==> src/rtl/seg7_scan_driver.sv <==
// seg7_scan_driver: time-multiplexed driver for a bank of common-anode
// 7-segment digits sharing one active-low segment bus. A shadow copy of the
// digit codes is only refreshed at frame boundaries so a frame never tears.
module seg7_scan_driver #(
   parameter int N_DIGITS    = 8,
   parameter int REFRESH_DIV = 100000,
   parameter int GHOST_CYC   = 1000,
   parameter bit HEX_MODE    = 1'b1
) (
   input  logic                    iClk,
   input  logic                    iRst,
   input  logic [4*N_DIGITS-1:0]   iData,
   input  logic [N_DIGITS-1:0]     iDp,
   input  logic [N_DIGITS-1:0]     iBlank,
   input  logic                    iLoad,
   input  logic                    iZeroSupp,
   output logic [6:0]              oSeg,
   output logic                    oDp,
   output logic [N_DIGITS-1:0]     oAn,
   output logic                    oFrame
);

   localparam int CW = (REFRESH_DIV > 1) ? $clog2(REFRESH_DIV) : 1;
   localparam int IW = (N_DIGITS > 1) ? $clog2(N_DIGITS) : 1;

   localparam logic [CW-1:0] SLOT_LAST = CW'(REFRESH_DIV - 1);
   localparam logic [CW-1:0] GHOST_END = CW'(GHOST_CYC);
   localparam logic [IW-1:0] IDX_LAST  = IW'(N_DIGITS - 1);

   logic [CW-1:0]           slotCnt;
   logic [IW-1:0]           digitIdx;
   logic [4*N_DIGITS-1:0]   shData;
   logic [N_DIGITS-1:0]     shDp;
   logic [N_DIGITS-1:0]     shBlank;
   logic                    loadPending;
   logic                    justWrapped;

   logic                    slotLast;
   logic                    frameEdge;

   logic [3:0]              codes [N_DIGITS];
   logic [N_DIGITS-1:0]     leadZero;
   logic                    zeroRun;
   logic                    suppressed;
   logic                    blankNow;
   logic [6:0]              segNext;
   logic                    dpNext;
   logic [N_DIGITS-1:0]     anNext;

   // Active-low {g,f,e,d,c,b,a} pattern for one digit code; letters only when HEX_MODE is set.
   function automatic logic [6:0] decodeDigit(input logic [3:0] code);
      logic [6:0] seg;
      case (code)
         4'h0:    seg = 7'b1000000;
         4'h1:    seg = 7'b1111001;
         4'h2:    seg = 7'b0100100;
         4'h3:    seg = 7'b0110000;
         4'h4:    seg = 7'b0011001;
         4'h5:    seg = 7'b0010010;
         4'h6:    seg = 7'b0000010;
         4'h7:    seg = 7'b1111000;
         4'h8:    seg = 7'b0000000;
         4'h9:    seg = 7'b0010000;
         4'hA:    seg = HEX_MODE ? 7'b0001000 : 7'b1111111;
         4'hB:    seg = HEX_MODE ? 7'b0000011 : 7'b1111111;
         4'hC:    seg = HEX_MODE ? 7'b1000110 : 7'b1111111;
         4'hD:    seg = HEX_MODE ? 7'b0100001 : 7'b1111111;
         4'hE:    seg = HEX_MODE ? 7'b0000110 : 7'b1111111;
         4'hF:    seg = HEX_MODE ? 7'b0001110 : 7'b1111111;
         default: seg = 7'b1111111;
      endcase
      return seg;
   endfunction

   assign slotLast  = (slotCnt == SLOT_LAST);
   assign frameEdge = slotLast && (digitIdx == IDX_LAST);

   // Scan position, shadow capture at the frame boundary, and load-request merging.
   always_ff @(posedge iClk) begin
      if (iRst) begin
         slotCnt     <= '0;
         digitIdx    <= '0;
         shData      <= '0;
         shDp        <= '0;
         shBlank     <= '0;
         loadPending <= 1'b0;
         justWrapped <= 1'b0;
      end else begin
         justWrapped <= frameEdge;

         if (slotLast) begin
            slotCnt  <= '0;
            digitIdx <= (digitIdx == IDX_LAST) ? '0 : digitIdx + 1'b1;
         end else begin
            slotCnt <= slotCnt + 1'b1;
         end

         if (frameEdge && (loadPending || iLoad)) begin
            shData      <= iData;
            shDp        <= iDp;
            shBlank     <= iBlank;
            loadPending <= 1'b0;
         end else if (iLoad) begin
            loadPending <= 1'b1;
         end
      end
   end

   // Next-cycle segment, decimal point and anode values for the digit currently in its slot.
   always_comb begin
      zeroRun    = 1'b1;
      leadZero   = '0;
      for (int k = 0; k < N_DIGITS; k++) begin
         codes[k] = shData[4*k +: 4];
      end
      for (int k = N_DIGITS - 1; k >= 0; k--) begin
         zeroRun     = zeroRun && (codes[k] == 4'h0);
         leadZero[k] = zeroRun;
      end

      suppressed = iZeroSupp && (digitIdx != '0) && leadZero[digitIdx];
      blankNow   = shBlank[digitIdx] || suppressed;
      segNext    = blankNow ? 7'h7F : decodeDigit(codes[digitIdx]);
      dpNext     = shBlank[digitIdx] ? 1'b1 : ~shDp[digitIdx];

      anNext = '1;
      if (slotCnt >= GHOST_END) begin
         anNext[digitIdx] = 1'b0;
      end
   end

   // Registered pin drivers; oFrame lines up with the first output cycle of digit 0.
   always_ff @(posedge iClk) begin
      if (iRst) begin
         oSeg   <= 7'h7F;
         oDp    <= 1'b1;
         oAn    <= '1;
         oFrame <= 1'b0;
      end else begin
         oSeg   <= segNext;
         oDp    <= dpNext;
         oAn    <= anNext;
         oFrame <= justWrapped;
      end
   end

endmodule

==> config.mk <==
export PLATFORM = sky130hd
export DESIGN_NAME = seg7_scan_driver
export DESIGN_NICKNAME = d
export VERILOG_FILES = /design/src/rtl/seg7_scan_driver.sv
export SDC_FILE = /design/constraint.sdc
export NUM_CORES = 1
export LEC_CHECK = 0
export BUFFER_PORTS_ARGS = -buffer_cell sky130_fd_sc_hd__buf_4
export CAP_MARGIN = 15
export CORE_MARGIN = 5
export CORE_UTILIZATION = 50
export DETAILED_ROUTE_END_ITERATION = 8
export GPL_TIMING_DRIVEN = 1
export PLACE_DENSITY = 0.75
export SYNTH_ARGS = -nofsm -noshare
export SYNTH_HDL_FRONTEND = slang
export SYNTH_SLANG_ARGS = --single-unit
==> constraint.sdc <==
create_clock -name iClk -period 2.31 [get_ports iClk]
set_clock_uncertainty 0.15 [all_clocks]
set_input_delay 0.231 -clock iClk [delete_from_list [all_inputs] [get_ports iClk]]
set_output_delay 0.231 -clock iClk [all_outputs]
set_load 0.1 [all_outputs]
==> results.sh <==
export IMPL_switching_share=0.221
export IMPL_highest_routed_layer="met4"
export IMPL_detailroute_wirelength_met2_um=5350
export IMPL_cts_inserted_buffers=9
export IMPL_antenna_violating_nets_post_route=0
export IMPL_power_ir_vdd_worst_mv=0.283
export IMPL_preCtsSetupSlack_ns=-0.0153
export IMPL_wl_met1_um=4590
export IMPL_drt_first_pass_iters=4
export IMPL_timing_critical_path_cells="mux2_2, a22o_1, a311oi_2, buf_4, inv_1, ha_1, nand2_2, and3_1, o21ai_0"
export IMPL_seq_power_share=0.530
export IMPL_clock_sinks=87
export IMPL_setup_worst_path_start_class="flop"
export IMPL_tns_ns=0
export IMPL_relative_slew_slack=0.577
export IMPL_grt_pass1_vias=3655
export IMPL_crit_type="reg2reg"
export IMPL_setup_viol=0
export IMPL_worst_setup_hold_path_clk_slew_ns=0.08
export IMPL_power_report_internal_total_mw=2.22
export IMPL_part_of_the_total_power_dissipated_in_the_clock_network=0.386
export IMPL_yosys_warnings=0
export IMPL_route_vias_total=3682
export IMPL_final_hold_viol_count=0
export IMPL_max_cap_violations=0
export IMPL_synth_seq_area_share=0.429
export IMPL_die_area_um2=10000
export IMPL_clock_fmax_mhz=452
export IMPL_globalRouteTotalUtil=0.216
export IMPL_filler_cell_count=595
export IMPL_drcViolationCount=0
export IMPL_floorplan_core_area_um2=7810
export IMPL_synthesis_instances=460
export IMPL_route_met3_wl_um=536
export IMPL_power_density_nw_per_um2=519
export IMPL_effective_utilization_at_floorplan=0.520
export IMPL_gr_total_overflow=0
export IMPL_synthesis_nets=523
export IMPL_total_switching_power_mw=0.632
export IMPL_grt_start_max_net_pins=51
export IMPL_areaGrowthSynthToFinish_pct=35.5
export IMPL_die_y_um=100
export IMPL_finalMaxSlewViolations=0
export IMPL_leakage_nw=2.05
export IMPL_finalWeightedCongestion=0.914
export IMPL_antenna_cells_inserted=0
export IMPL_clock_path_buffers=2
export IMPL_rsz0062_at_grt="false"
export IMPL_grt_first_pass_wirelength_um=17400
export IMPL_clock_tree_from_tritoncts="yes"
export IMPL_setup_worst_path_end_class="flop"
export IMPL_clock_insertion_delay_worst_skew_ns=0.36
export IMPL_worstHoldPathType="in2reg"
export IMPL_route_detailed_wl_per_inst_um=15.3
export IMPL_outcome="complete, no violations"
export IMPL_crit_slowest_cell="sky130_fd_sc_hd__dfxtp_4"
export IMPL_worstMarginPinSlew_ns=0.634
export IMPL_cts_htree_levels=3
export IMPL_holdWs_ns=0.0893
export IMPL_min_period_ns=2.21
export IMPL_buffer_ports_inserted=68
export IMPL_post_layout_total_power_mw=2.86
export IMPL_post_route_cell_area_um2=5510
export IMPL_most_used_cells_in_the_layout_excluding_fill_and_tap_cells="100 x sky130_fd_sc_hd__nand2_1, 90 x sky130_fd_sc_hd__buf_4, 85 x sky130_fd_sc_hd__dfxtp_1"
export IMPL_antenna_found_initial=0
export IMPL_placed_area_um2=4750
export IMPL_avgViaCountPerCell=5.31
export IMPL_number_of_placement_rows=32
export IMPL_number_of_distinct_library_cells_after_synthesis=55
export IMPL_comb_power_share=0.084
export IMPL_worstPathMaxFanout=6
export IMPL_cts_root_buf="sky130_fd_sc_hd__clkbuf_8"
export IMPL_hpwl_um=6930
export IMPL_most_common_library_cell_in_the_layout_ignoring_fill_and_taps="sky130_fd_sc_hd__nand2_1"
export IMPL_synth_ff_latch_count=87
export IMPL_ioPinCount=69
export IMPL_die_width_um=100
export IMPL_postSynth_topFlopCell="sky130_fd_sc_hd__dfxtp_1"
export IMPL_ys_async_sr_fraction=0
export IMPL_worst_endpoint_required_ns=2.41
export IMPL_detail_route_iter0_violations=116
export IMPL_routed_wirelength_um=10600
export IMPL_synth_area_per_cell_um2=8.83
export IMPL_timing_final_crit_share=0.957
export IMPL_max_stage_delay_ns=0.38
export IMPL_number_of_enable_type_register_cells_in_the_synthesized_netlist=0
export IMPL_drive_above_1_share=0.292
export IMPL_final_setup_worst_slack_ns=0.0997
export IMPL_timing_critical_path_arrival_ns=2.31
export IMPL_nNetsFinal=650
export IMPL_post_synth_instance_area_um2=4060
==> routing by layer <==
layer  up-vias  track usage
met3        12       0.0542
met1      1732        0.270
met4         0       0.0777
met2        97        0.360
met5         -            0
li1       1841            -
==> area by class of cell <==
class / count / area (um^2) / area share
clock inverters: 3 / 40.0 / 0.00727
flip-flops and latches: 87 / 1750 / 0.317
clock buffers: 13 / 169 / 0.0307
well taps: 102 / 128 / 0.0232
inverters: 8 / 30.0 / 0.00545
multi-input cells: 339 / 2150 / 0.391
repair buffers: 142 / 1240 / 0.225
==> per-stage QoR <==
step	cells	util
floorplan	460	-
global placement	627	0.609
detailed placement	627	0.609
CTS	692	0.698
global route	694	0.705
finish	694	0.705
==> path summary, 6_finish.rpt <==
check,from,endpoint,slack (ns),cells after the start
hold / removal,iLoad,loadPending$_SDFFE_PP0P_,0.09,3
setup reg to reg,digitIdx[1]$_SDFFE_PP0N_,oSeg[3]$_SDFF_PP1_,0.1,9
hold reg to reg,justWrapped$_SDFF_PP0_,oFrame$_SDFF_PP0_,0.30,1
setup / recovery,digitIdx[1]$_SDFFE_PP0N_,oSeg[3]$_SDFF_PP1_,0.1,9
==> kinds of logic (layout without fill, tap and decap cells) <==
logic type / after synthesis / count (layout) / synth area share
fa+ha+maj: 11 / 11 / 0.0339
compound gates: 83 / 83 / 0.138
simple gates: 210 / 210 / 0.255
flops: 87 / 87 / 0.429
xor+xnor: 13 / 13 / 0.0280
buf+inv: 34 / 166 / 0.0450
mux: 22 / 22 / 0.0715
==> power by group through the flow <==
stage / Clock (mW) / Sequential, mW / Combinational (mW)
floorplan: 0 / 1.59 / 0.0387
global placement: 0 / 1.55 / 0.169
detailed placement: 0 / 1.55 / 0.171
CTS: 1.13 / 1.52 / 0.237
global route: 1.19 / 1.52 / 0.257
finish: 1.10 / 1.51 / 0.240
==> worst max-delay path: cells and delay by family, from the launching register on <==
family / cells / cell delay, ns
buf+inv: 2 / 0.27
fa+ha+maj: 1 / 0.23
mux: 1 / 0.33
compound gates: 3 / 0.51
simple gates: 2 / 0.23
flops: 1 / 0.38
==> cells in the mapped netlist, drive strengths merged, types with 7 or more instances <==
master / number / area, um^2
ha: 11 / 138
clkbuf: 11 / 41.3
a21oi: 53 / 340
nor2: 27 / 101
nand2: 122 / 508
xor2: 8 / 70.1
nor2b: 7 / 43.8
nand3: 14 / 70.1
buf: 15 / 111
nor4: 13 / 111
inv: 7 / 26.3
mux2i: 11 / 110
dfxtp: 87 / 1740
==> repair_timing <==
item,in CTS,in global routing
hold buffers,49,0
hold endpoints to repair,53,0
gates resized for setup,1,7
buffers inserted,0,1
endpoints found under the setup margin,3,7
cloned,0,1
==> flip-flops by register name, indices dropped and copies added (netlist names) <==
register / count
oFrame: 1
oDp: 1
shBlank: 8
shDp: 8
loadPending: 1
oAn: 8
oSeg: 7
shData: 32
slotCnt: 17
justWrapped: 1
digitIdx: 3
Note: power is estimated with default switching activity, not from simulation.
